$ cat src/rtl/display_page_scheduler_pkg.sv
// Shared types, page encodings and parameter sanity helpers for the
// display page scheduler.
package display_sched_pkg;

   // Scheduler FSM states.
   typedef enum logic [2:0] {
      ST_IDLE           = 3'd0,
      ST_SHOW_WATER     = 3'd1,
      ST_BLANK_TO_IRR   = 3'd2,
      ST_SHOW_IRR       = 3'd3,
      ST_BLANK_TO_WATER = 3'd4
   } sched_state_t;

   // Select values presented to the display mux.
   localparam logic PAGE_WATER = 1'b0;
   localparam logic PAGE_IRR   = 1'b1;

   // Largest of three values, used to size the dwell counter.
   function automatic int unsigned max3(input int unsigned a,
                                        input int unsigned b,
                                        input int unsigned c);
      int unsigned m;
      m = a;
      if (b > m) begin
         m = b;
      end else begin
         m = m;
      end
      if (c > m) begin
         m = c;
      end else begin
         m = m;
      end
      return m;
   endfunction

   // True when both cycle counts can be reached by a cnt_w-bit counter
   // that runs from 0 up to (cycles - 1), and the dwell is non-zero.
   function automatic bit params_ok(input longint unsigned dwell,
                                    input longint unsigned blank,
                                    input longint unsigned cnt_w);
      return (cnt_w >= 64'd1) && (cnt_w <= 64'd32) &&
             (dwell >= 64'd1) &&
             (dwell <= (64'd1 << cnt_w)) &&
             (blank <= (64'd1 << cnt_w));
   endfunction

endpackage

$ cat src/rtl/display_page_scheduler_dwell_counter.sv
// Up-counter with synchronous clear and hold; done flags the last cycle
// of the interval selected by the runtime terminal value.
module dwell_counter #(
   parameter int unsigned CNT_W = 8
) (
   input  logic             clk_i,
   input  logic             reset_i,
   input  logic             clear_i,
   input  logic             hold_i,
   input  logic             en_i,
   input  logic [CNT_W-1:0] last_i,
   output logic             done_o
);

   logic [CNT_W-1:0] r_count;

   // Count register: clear wins over hold, hold wins over increment.
   always_ff @(posedge clk_i) begin
      if (reset_i) begin
         r_count <= '0;
      end else if (clear_i) begin
         r_count <= '0;
      end else if (hold_i) begin
         r_count <= r_count;
      end else if (en_i) begin
         r_count <= r_count + CNT_W'(1'b1);
      end else begin
         r_count <= r_count;
      end
   end

   assign done_o = (r_count == last_i);

endmodule

$ cat src/rtl/display_page_scheduler.sv
// Alternates the 7-segment display between the water-level and irrigation
// pages with blanking gaps; alarm forces the water page, hold freezes a page.
module display_page_scheduler
   import display_sched_pkg::*;
#(
   parameter int unsigned DWELL_CYCLES = 50_000_000,
   parameter int unsigned BLANK_CYCLES = 2_500_000,
   parameter int unsigned CNT_W        = $clog2(max3(DWELL_CYCLES, BLANK_CYCLES, 32'd2))
) (
   input  logic clk_i,
   input  logic reset_i,
   input  logic enable_i,
   input  logic hold_i,
   input  logic alarm_i,
   output logic selector_o,
   output logic blank_o,
   output logic page_change_o
);

   generate
      if (!params_ok(64'(DWELL_CYCLES), 64'(BLANK_CYCLES), 64'(CNT_W))) begin : g_param_check
         $error("display_page_scheduler: DWELL_CYCLES/BLANK_CYCLES do not fit CNT_W or dwell is zero");
      end
   endgenerate

   // Terminal counts; the blank terminal is unused when blanking is disabled.
   localparam logic [CNT_W-1:0] DWELL_LAST = CNT_W'(DWELL_CYCLES - 32'd1);
   localparam logic [CNT_W-1:0] BLANK_LAST = (BLANK_CYCLES == 32'd0) ? '0 : CNT_W'(BLANK_CYCLES - 32'd1);
   localparam logic             NO_BLANK   = (BLANK_CYCLES == 32'd0);

   sched_state_t     r_state;
   sched_state_t     w_next_state;
   logic             r_selector;
   logic             r_blank;
   logic             r_page_change;
   logic             w_clear;
   logic             w_done;
   logic             w_in_show;
   logic             w_in_blank;
   logic [CNT_W-1:0] w_last;
   logic             w_sel_next;
   logic             w_blank_next;
   logic             w_show_next;

   assign w_in_show  = (r_state == ST_SHOW_WATER) || (r_state == ST_SHOW_IRR);
   assign w_in_blank = (r_state == ST_BLANK_TO_IRR) || (r_state == ST_BLANK_TO_WATER);
   assign w_last     = w_in_blank ? BLANK_LAST : DWELL_LAST;

   dwell_counter #(
      .CNT_W (CNT_W)
   ) u_dwell_counter (
      .clk_i   (clk_i),
      .reset_i (reset_i),
      .clear_i (w_clear),
      .hold_i  (hold_i && w_in_show),
      .en_i    (r_state != ST_IDLE),
      .last_i  (w_last),
      .done_o  (w_done)
   );

   // Next state and counter clear: disable, then alarm, then per-state expiry.
   always_comb begin
      w_next_state = r_state;
      w_clear      = 1'b0;
      if (!enable_i) begin
         w_next_state = ST_IDLE;
         w_clear      = 1'b1;
      end else if (alarm_i) begin
         w_next_state = ST_SHOW_WATER;
         w_clear      = 1'b1;
      end else begin
         case (r_state)
            ST_IDLE: begin
               w_next_state = ST_SHOW_WATER;
               w_clear      = 1'b1;
            end
            ST_SHOW_WATER: begin
               if (!hold_i && w_done) begin
                  w_next_state = NO_BLANK ? ST_SHOW_IRR : ST_BLANK_TO_IRR;
                  w_clear      = 1'b1;
               end else begin
                  w_next_state = r_state;
                  w_clear      = 1'b0;
               end
            end
            ST_BLANK_TO_IRR: begin
               if (w_done) begin
                  w_next_state = ST_SHOW_IRR;
                  w_clear      = 1'b1;
               end else begin
                  w_next_state = r_state;
                  w_clear      = 1'b0;
               end
            end
            ST_SHOW_IRR: begin
               if (!hold_i && w_done) begin
                  w_next_state = NO_BLANK ? ST_SHOW_WATER : ST_BLANK_TO_WATER;
                  w_clear      = 1'b1;
               end else begin
                  w_next_state = r_state;
                  w_clear      = 1'b0;
               end
            end
            ST_BLANK_TO_WATER: begin
               if (w_done) begin
                  w_next_state = ST_SHOW_WATER;
                  w_clear      = 1'b1;
               end else begin
                  w_next_state = r_state;
                  w_clear      = 1'b0;
               end
            end
            default: begin
               w_next_state = ST_IDLE;
               w_clear      = 1'b1;
            end
         endcase
      end
   end

   // Output decode of the upcoming state; the selector flips at blank start.
   always_comb begin
      w_sel_next   = PAGE_WATER;
      w_blank_next = 1'b1;
      w_show_next  = 1'b0;
      case (w_next_state)
         ST_IDLE: begin
            w_sel_next   = PAGE_WATER;
            w_blank_next = 1'b1;
            w_show_next  = 1'b0;
         end
         ST_SHOW_WATER: begin
            w_sel_next   = PAGE_WATER;
            w_blank_next = 1'b0;
            w_show_next  = 1'b1;
         end
         ST_BLANK_TO_IRR: begin
            w_sel_next   = PAGE_IRR;
            w_blank_next = 1'b1;
            w_show_next  = 1'b0;
         end
         ST_SHOW_IRR: begin
            w_sel_next   = PAGE_IRR;
            w_blank_next = 1'b0;
            w_show_next  = 1'b1;
         end
         ST_BLANK_TO_WATER: begin
            w_sel_next   = PAGE_WATER;
            w_blank_next = 1'b1;
            w_show_next  = 1'b0;
         end
         default: begin
            w_sel_next   = PAGE_WATER;
            w_blank_next = 1'b1;
            w_show_next  = 1'b0;
         end
      endcase
   end

   // State and registered outputs; the pulse marks entry into a SHOW state.
   always_ff @(posedge clk_i) begin
      if (reset_i) begin
         r_state       <= ST_IDLE;
         r_selector    <= PAGE_WATER;
         r_blank       <= 1'b1;
         r_page_change <= 1'b0;
      end else begin
         r_state       <= w_next_state;
         r_selector    <= w_sel_next;
         r_blank       <= w_blank_next;
         r_page_change <= w_show_next && (w_next_state != r_state);
      end
   end

   assign selector_o    = r_selector;
   assign blank_o       = r_blank;
   assign page_change_o = r_page_change;

endmodule

$ cat config.mk
export PLATFORM = sky130hd
export DESIGN_NAME = display_page_scheduler
export DESIGN_NICKNAME = d
export VERILOG_FILES = /design/src/rtl/display_page_scheduler_pkg.sv /design/src/rtl/display_page_scheduler_dwell_counter.sv /design/src/rtl/display_page_scheduler.sv
export SDC_FILE = /design/constraint.sdc
export NUM_CORES = 1
export LEC_CHECK = 0
export CAP_MARGIN = 25
export CORE_MARGIN = 5
export CORE_UTILIZATION = 50
export DETAILED_ROUTE_END_ITERATION = 10
export HOLD_SLACK_MARGIN = 0.08
export MAX_ROUTING_LAYER = met4
export PLACE_DENSITY = 0.79
export SYNTH_ARGS = -nofsm -noshare
export SYNTH_HDL_FRONTEND = slang
export SYNTH_SLANG_ARGS = --single-unit
$ cat constraint.sdc
create_clock -name clk_i -period 4.2 [get_ports clk_i]
set_input_delay 0.63 -clock clk_i [delete_from_list [all_inputs] [get_ports clk_i]]
set_output_delay 0.63 -clock clk_i [all_outputs]
set_load 0.005 [all_outputs]
---- Word level (Yosys, flattened, before mapping) ----
Index checks and enable logic that the tools add are counted.
storage, ports and cells
  input bits .............................. 5
  flip-flop bits (word level) ............. 32
  output and inout bits ................... 3
  logic and storage cells ................. 46
cells by class
  reduce and logical (&&, ||, !) cells .... 14
  bitwise gates (word level) .............. 1
  equality and inequality tests ........... 9
  muxes and demuxes ....................... 16
  $add $sub $neg .......................... 1
operators with widths
  operator                                        count
  adder 26 x 1 -> 26 bit (second input constant)  1
  == test 26 bit                                  1
  two-way mux 26 bit                              1
  two-way mux 3 bit                               6
  one-hot mux 3 bit (5 select lines)              1
  == test 3 x 2 -> 1 bit (second input constant)  4
  OR reduction 2 bit                              5
  two-way mux 1 bit                               7
  == test 3 x 1 -> 1 bit (second input constant)  2
  == test 3 bit (second input constant)           1
  logical AND 1 bit                               3
  zero test 3 bit                                 1
  != test 3 bit                                   1
  nonzero test 3 bit                              1
  logical OR 1 bit                                2
  one-hot mux 1 bit (2 select lines)              1
  AND reduction 2 bit                             1
  zero test 1 bit                                 1
  NOT 1 bit                                       1

---- Longest topological paths before layout ----
  word-level depth ........................ 13
  gate-level depth with buffers ........... 8
  mapped depth without buffers ............ 6

---- Hierarchy ----
From an unflattened synthesis, not the netlist that was laid out.
unflattened totals
  cell total of the unflattened synthesis .. 222
  area, all modules ....................... 1864.3 um2
modules (own cells, without submodules)
  module                  cells each  area an instance (um2)  times used
  dwell_counter           180         1501.4                  1
  display_page_scheduler  42          362.8                   1

---- Least setup slack after synthesis ----
OpenSTA, ideal clock, no wires.
  kind .................................... input to register
  start point ............................. input hold_i
  end point ............................... register u_dwell_counter.r_count[25]
  stages on the path ...................... 6
  library setup time ...................... 0.070 ns
  slack ................................... 2.216 ns
  buffers on the path ..................... 1
  arrival ................................. 1.914 ns
  cells stage by stage .................... nand2_1 a21oi_1 or4_1 buf_2 or3_1 a21oi_1
on the way
  longest elaborated chain between the ends .. 7
  elaborated cells between the ends (all ways) .. 10
  those cells by class .................... mux: 4; bitwise: 1; reduce/logical: 5
RTL lines
  item                                RTL line                                                    text
  start: declaration                  display_page_scheduler.sv:13                                input logic hold_i,
  zero test 1 bit                     display_page_scheduler.sv:78, display_page_scheduler.sv:96
  logical AND 1 bit                   display_page_scheduler.sv:78, display_page_scheduler.sv:96
  two-way mux 1 bit                   display_page_scheduler.sv:78, display_page_scheduler.sv:96
  one-hot mux 1 bit (2 select lines)  display_page_scheduler.sv:72                                case (r_state)
  two-way mux 1 bit                   display_page_scheduler.sv:68                                end else if (alarm_i) begin
  two-way mux 1 bit                   display_page_scheduler.sv:65                                if (!enable_i) begin
  OR reduction 2 bit (no line)        n/a
  end signal: assignment              display_page_scheduler_dwell_counter.sv:24                  r_count <= r_count;
  end signal: assignment              display_page_scheduler_dwell_counter.sv:26                  r_count <= r_count + CNT_W'(1'b1);
  end signal: assignment              display_page_scheduler_dwell_counter.sv:28                  r_count <= r_count;
  end: declaration                    display_page_scheduler_dwell_counter.sv:15                  logic [CNT_W-1:0] r_count;
Parallel ways exist; a longest one is shown, timed or not.
A chain may end at the register's enable or synchronous reset.

---- Worst setup path after layout ----
  start point ............................. register u_dwell_counter.r_count[0]
  end point ............................... register u_dwell_counter.r_count[4]
on the way
  longest elaborated chain between the ends .. 7
  elaborated cells between the ends (all ways) .. 9
  those cells by class .................... add/sub: 1; eq/ne: 1; mux: 5; reduce/logical: 2
RTL lines
  item                                RTL line                                                    text
  == test 26 bit                      display_page_scheduler_dwell_counter.sv:32                  assign done_o = (r_count == last_i);
  logical AND 1 bit                   display_page_scheduler.sv:78, display_page_scheduler.sv:96
  two-way mux 1 bit                   display_page_scheduler.sv:78, display_page_scheduler.sv:96
  one-hot mux 1 bit (2 select lines)  display_page_scheduler.sv:72
  two-way mux 1 bit                   display_page_scheduler.sv:68
  two-way mux 1 bit                   display_page_scheduler.sv:65
  OR reduction 2 bit (no line)        n/a
Parallel ways exist; a longest one is shown, timed or not.

==> results.yml <==
setup_path:
  r2r_slack_ns: 1.46
  endpoint_kind: "flop"
  worstSetupPathType: "reg2reg"
  cp.arrival_ns: 2.94
  r2r-end: "u_dwell_counter.r_count[4]"
  r2r-start: "u_dwell_counter.r_count[0]"
  worstPathMaxFanout: 26
  crit_path_start_kind: "flop"
  required_ns: 4.40
  startpoint: "u_dwell_counter.r_count[0]"
  reg2regPathDepth: 6
  cp-endpoint: "u_dwell_counter.r_count[4]"
pwr:
  vdd_drop_max_uv: 165
  power_mw: 0.560
  powerDensity_nw_per_um2: 297
  p_leak_nw: 0.570
sta:
  hold_viol: 0
  rsz0062_at_grt: "false"
  setup_violations: 0
  tightest_slew_ns: 0.984
  max_freq_mhz: 365
  skew_ns: 0.00870
  slew_headroom_pct: 34.4
  finalCriticalPeriod_ns: 2.74
  fin_crit_sh_pct: 65.3
  drv_slew: 0
  fin_ws_ns: 1.46
  setup_tns_ns: 0
clocking:
  cts-buffers-inserted: 5
  cts_tree: "yes"
  cts_resized: 0
  clock_latency_ns: 0.34
  cts_setup_buffers: 0
  cts_sinks: 32
  cts_max_path_buffers: 2
  root_buffer: "clkbuf_4"
  clk_pin_slew_ns: 0.10
  htree_levels: 2
  cts_hold_buf: 0
yosys:
  syn-num-nets: 213
  synth_seq_area_share_pct: 36.8
  synth_edf_count: 0
  synth.area.top_cells: "dfxtp_1 37%, xnor2_1 7.0%, nand4_1 5.0%"
  ys_seq_elements: 32
  synth_warnings: 0
  synth_xor_area_share_pct: 12.1
  syn_inst: 207
  ys_types: 42
  synth-adder-area-share_pct: 0.718
  ys.flop_type: "dfxtp_1"
  synth_mux_area_share_pct: 0
  syn_avg_cell_area_um2: 8.41
  synth_top_area_share_pct: 36.8
  synth.largest_area_cell: "dfxtp_1"
  netlist_area_um2: 1740
  synth-compound-area-share_pct: 8.41
  synth_top_family_by_area: "simple AND/OR/NAND/NOR gates"
  synthSimpleGateAreaFrac_pct: 37.9
  postSynth.asyncResetShare_pct: 0
floorplanning:
  coreArea_um2: 3360
  start_util_pct: 51.8
  die_w_um: 69.0
  die_area_um2: 4760
  ios: 8
  num_rows: 21
  die_h_um: 69.0
cells_and_area:
  syn2layout_area_growth_pct: 8.19
  final_util_pct: 56.0
  final_cell_mix: "32 x dfxtp_1, 22 x nor2_1, 14 x nand2_1, 14 x xnor2_1, 14 x nand4_1"
  layout.nets: 214
  antenna_cells: 0
  final_common_cell: "dfxtp_1"
  layout-drive-gt1-share_pct: 5.26
route:
  first_pass_iters: 4
  routed_via_density: 5.86
  ant_nets: 0
  vias: 1495
  routed_wl_um: 3560
  drc_errors: 0
  wl_per_cell_um: 14.0
  drt_iter0_drc: 90
run:
  max_cap_violations: 0
global_route:
  grt_pass1_wl_um: 6150
  grtUsageTotal_pct: 16.0
  grt_pass1_vias: 1377
  grt_max_degree: 27
  overflow: 0
  antenna_found_initial: 0
hold_path:
  min_path_type: "reg2reg"
place:
  io_buffer_count: 7
  gp_routability_congestion: 0.819
  hpwl_um: 2500
  pre_cts_ws_ns: 1.39
outcome:
  outcome: "complete, no violations"
cell type report:
cell class	instances	area, µm²
multi-input cells	159	1030
repair buffers	7	70.1
clock buffers	6	41.3
clock inverters	2	35.0
inverters	3	11.3
fillers	337	1480
well taps	46	57.6
flip-flops and latches	32	641
synthesized netlist by cell type, drive strengths merged (5+ instances only):
library cell and n:
dfxtp 32, buf 8, a21oi 8, nor4 10
nand4 14, nor2 22, and4 7, nand2 15
xnor2 14, xor2 10, clkbuf 5, or4 5
nand3 5, and3 6
logic make-up after synthesis:
kind of cell / after synthesis
and+or+nand+nor: 112
DFF: 32
xor gates and xnor gates: 24
AOI/OAI and AO/OA: 22
buffers and inverters: 16
adders and majority gates: 1
stage by stage:
| stage | cells | hold WS [ns] | area [µm²] |
|---|---|---|---|
| floorplan | 207 | 0.457 | 1740 |
| global placement | 247 | 0.475 | 1810 |
| detailed placement | 247 | 0.480 | 1810 |
| CTS | 255 | 0.494 | 1880 |
| global route | 255 | 0.526 | 1880 |
| finish | 255 | 0.493 | 1880 |
flip-flops by register name, summed over array words and instances (netlist names):
signal / cells
page_change_o: 1
selector_o: 1
r_state: 3
u_dwell_counter.r_count: 26
blank_o: 1
where the power goes:
| part | switching, mW | leakage (nW) | internal (mW) |
|---|---|---|---|
| combinational | 0.0104 | 0.269 | 0.00916 |
| clock | 0.109 | 0.0422 | 0.125 |
| sequential | 0.00134 | 0.258 | 0.305 |
| total | 0.121 | 0.570 | 0.439 |
worst min-delay path by stage:
stage / from / endpoint / slack (ns) / cells after the start
floorplan: u_dwell_counter.r_count[1] / u_dwell_counter.r_count[1] / 0.46 / 2
global placement: u_dwell_counter.r_count[1] / u_dwell_counter.r_count[1] / 0.48 / 2
detailed placement: u_dwell_counter.r_count[1] / u_dwell_counter.r_count[1] / 0.48 / 2
CTS: u_dwell_counter.r_count[1] / u_dwell_counter.r_count[1] / 0.49 / 2
global route: u_dwell_counter.r_count[1] / u_dwell_counter.r_count[1] / 0.53 / 2
finish: u_dwell_counter.r_count[1] / u_dwell_counter.r_count[1] / 0.49 / 2
critical path, cell delays in order (launching register included):
cell and delay (ns):
dfxtp_1 0.40, ha_1 0.46, nand4bb_1 0.18, a2111oi_2 0.47, and4b_1 0.32, a211o_1 0.63, nor2_1 0.12
routing by layer:
| metal | wire [µm] | vias to the layer above | GRT usage [%] |
|---|---|---|---|
| met4 | 68 | 0 | 6.51 |
| met5 | 0 | - | - |
| li1 | - | 761 | - |
| met2 | 1560 | 37 | 24.7 |
| met1 | 1750 | 689 | 19.7 |
| met3 | 191 | 8 | 4.51 |
Note: power is estimated with default switching activity, not from simulation.
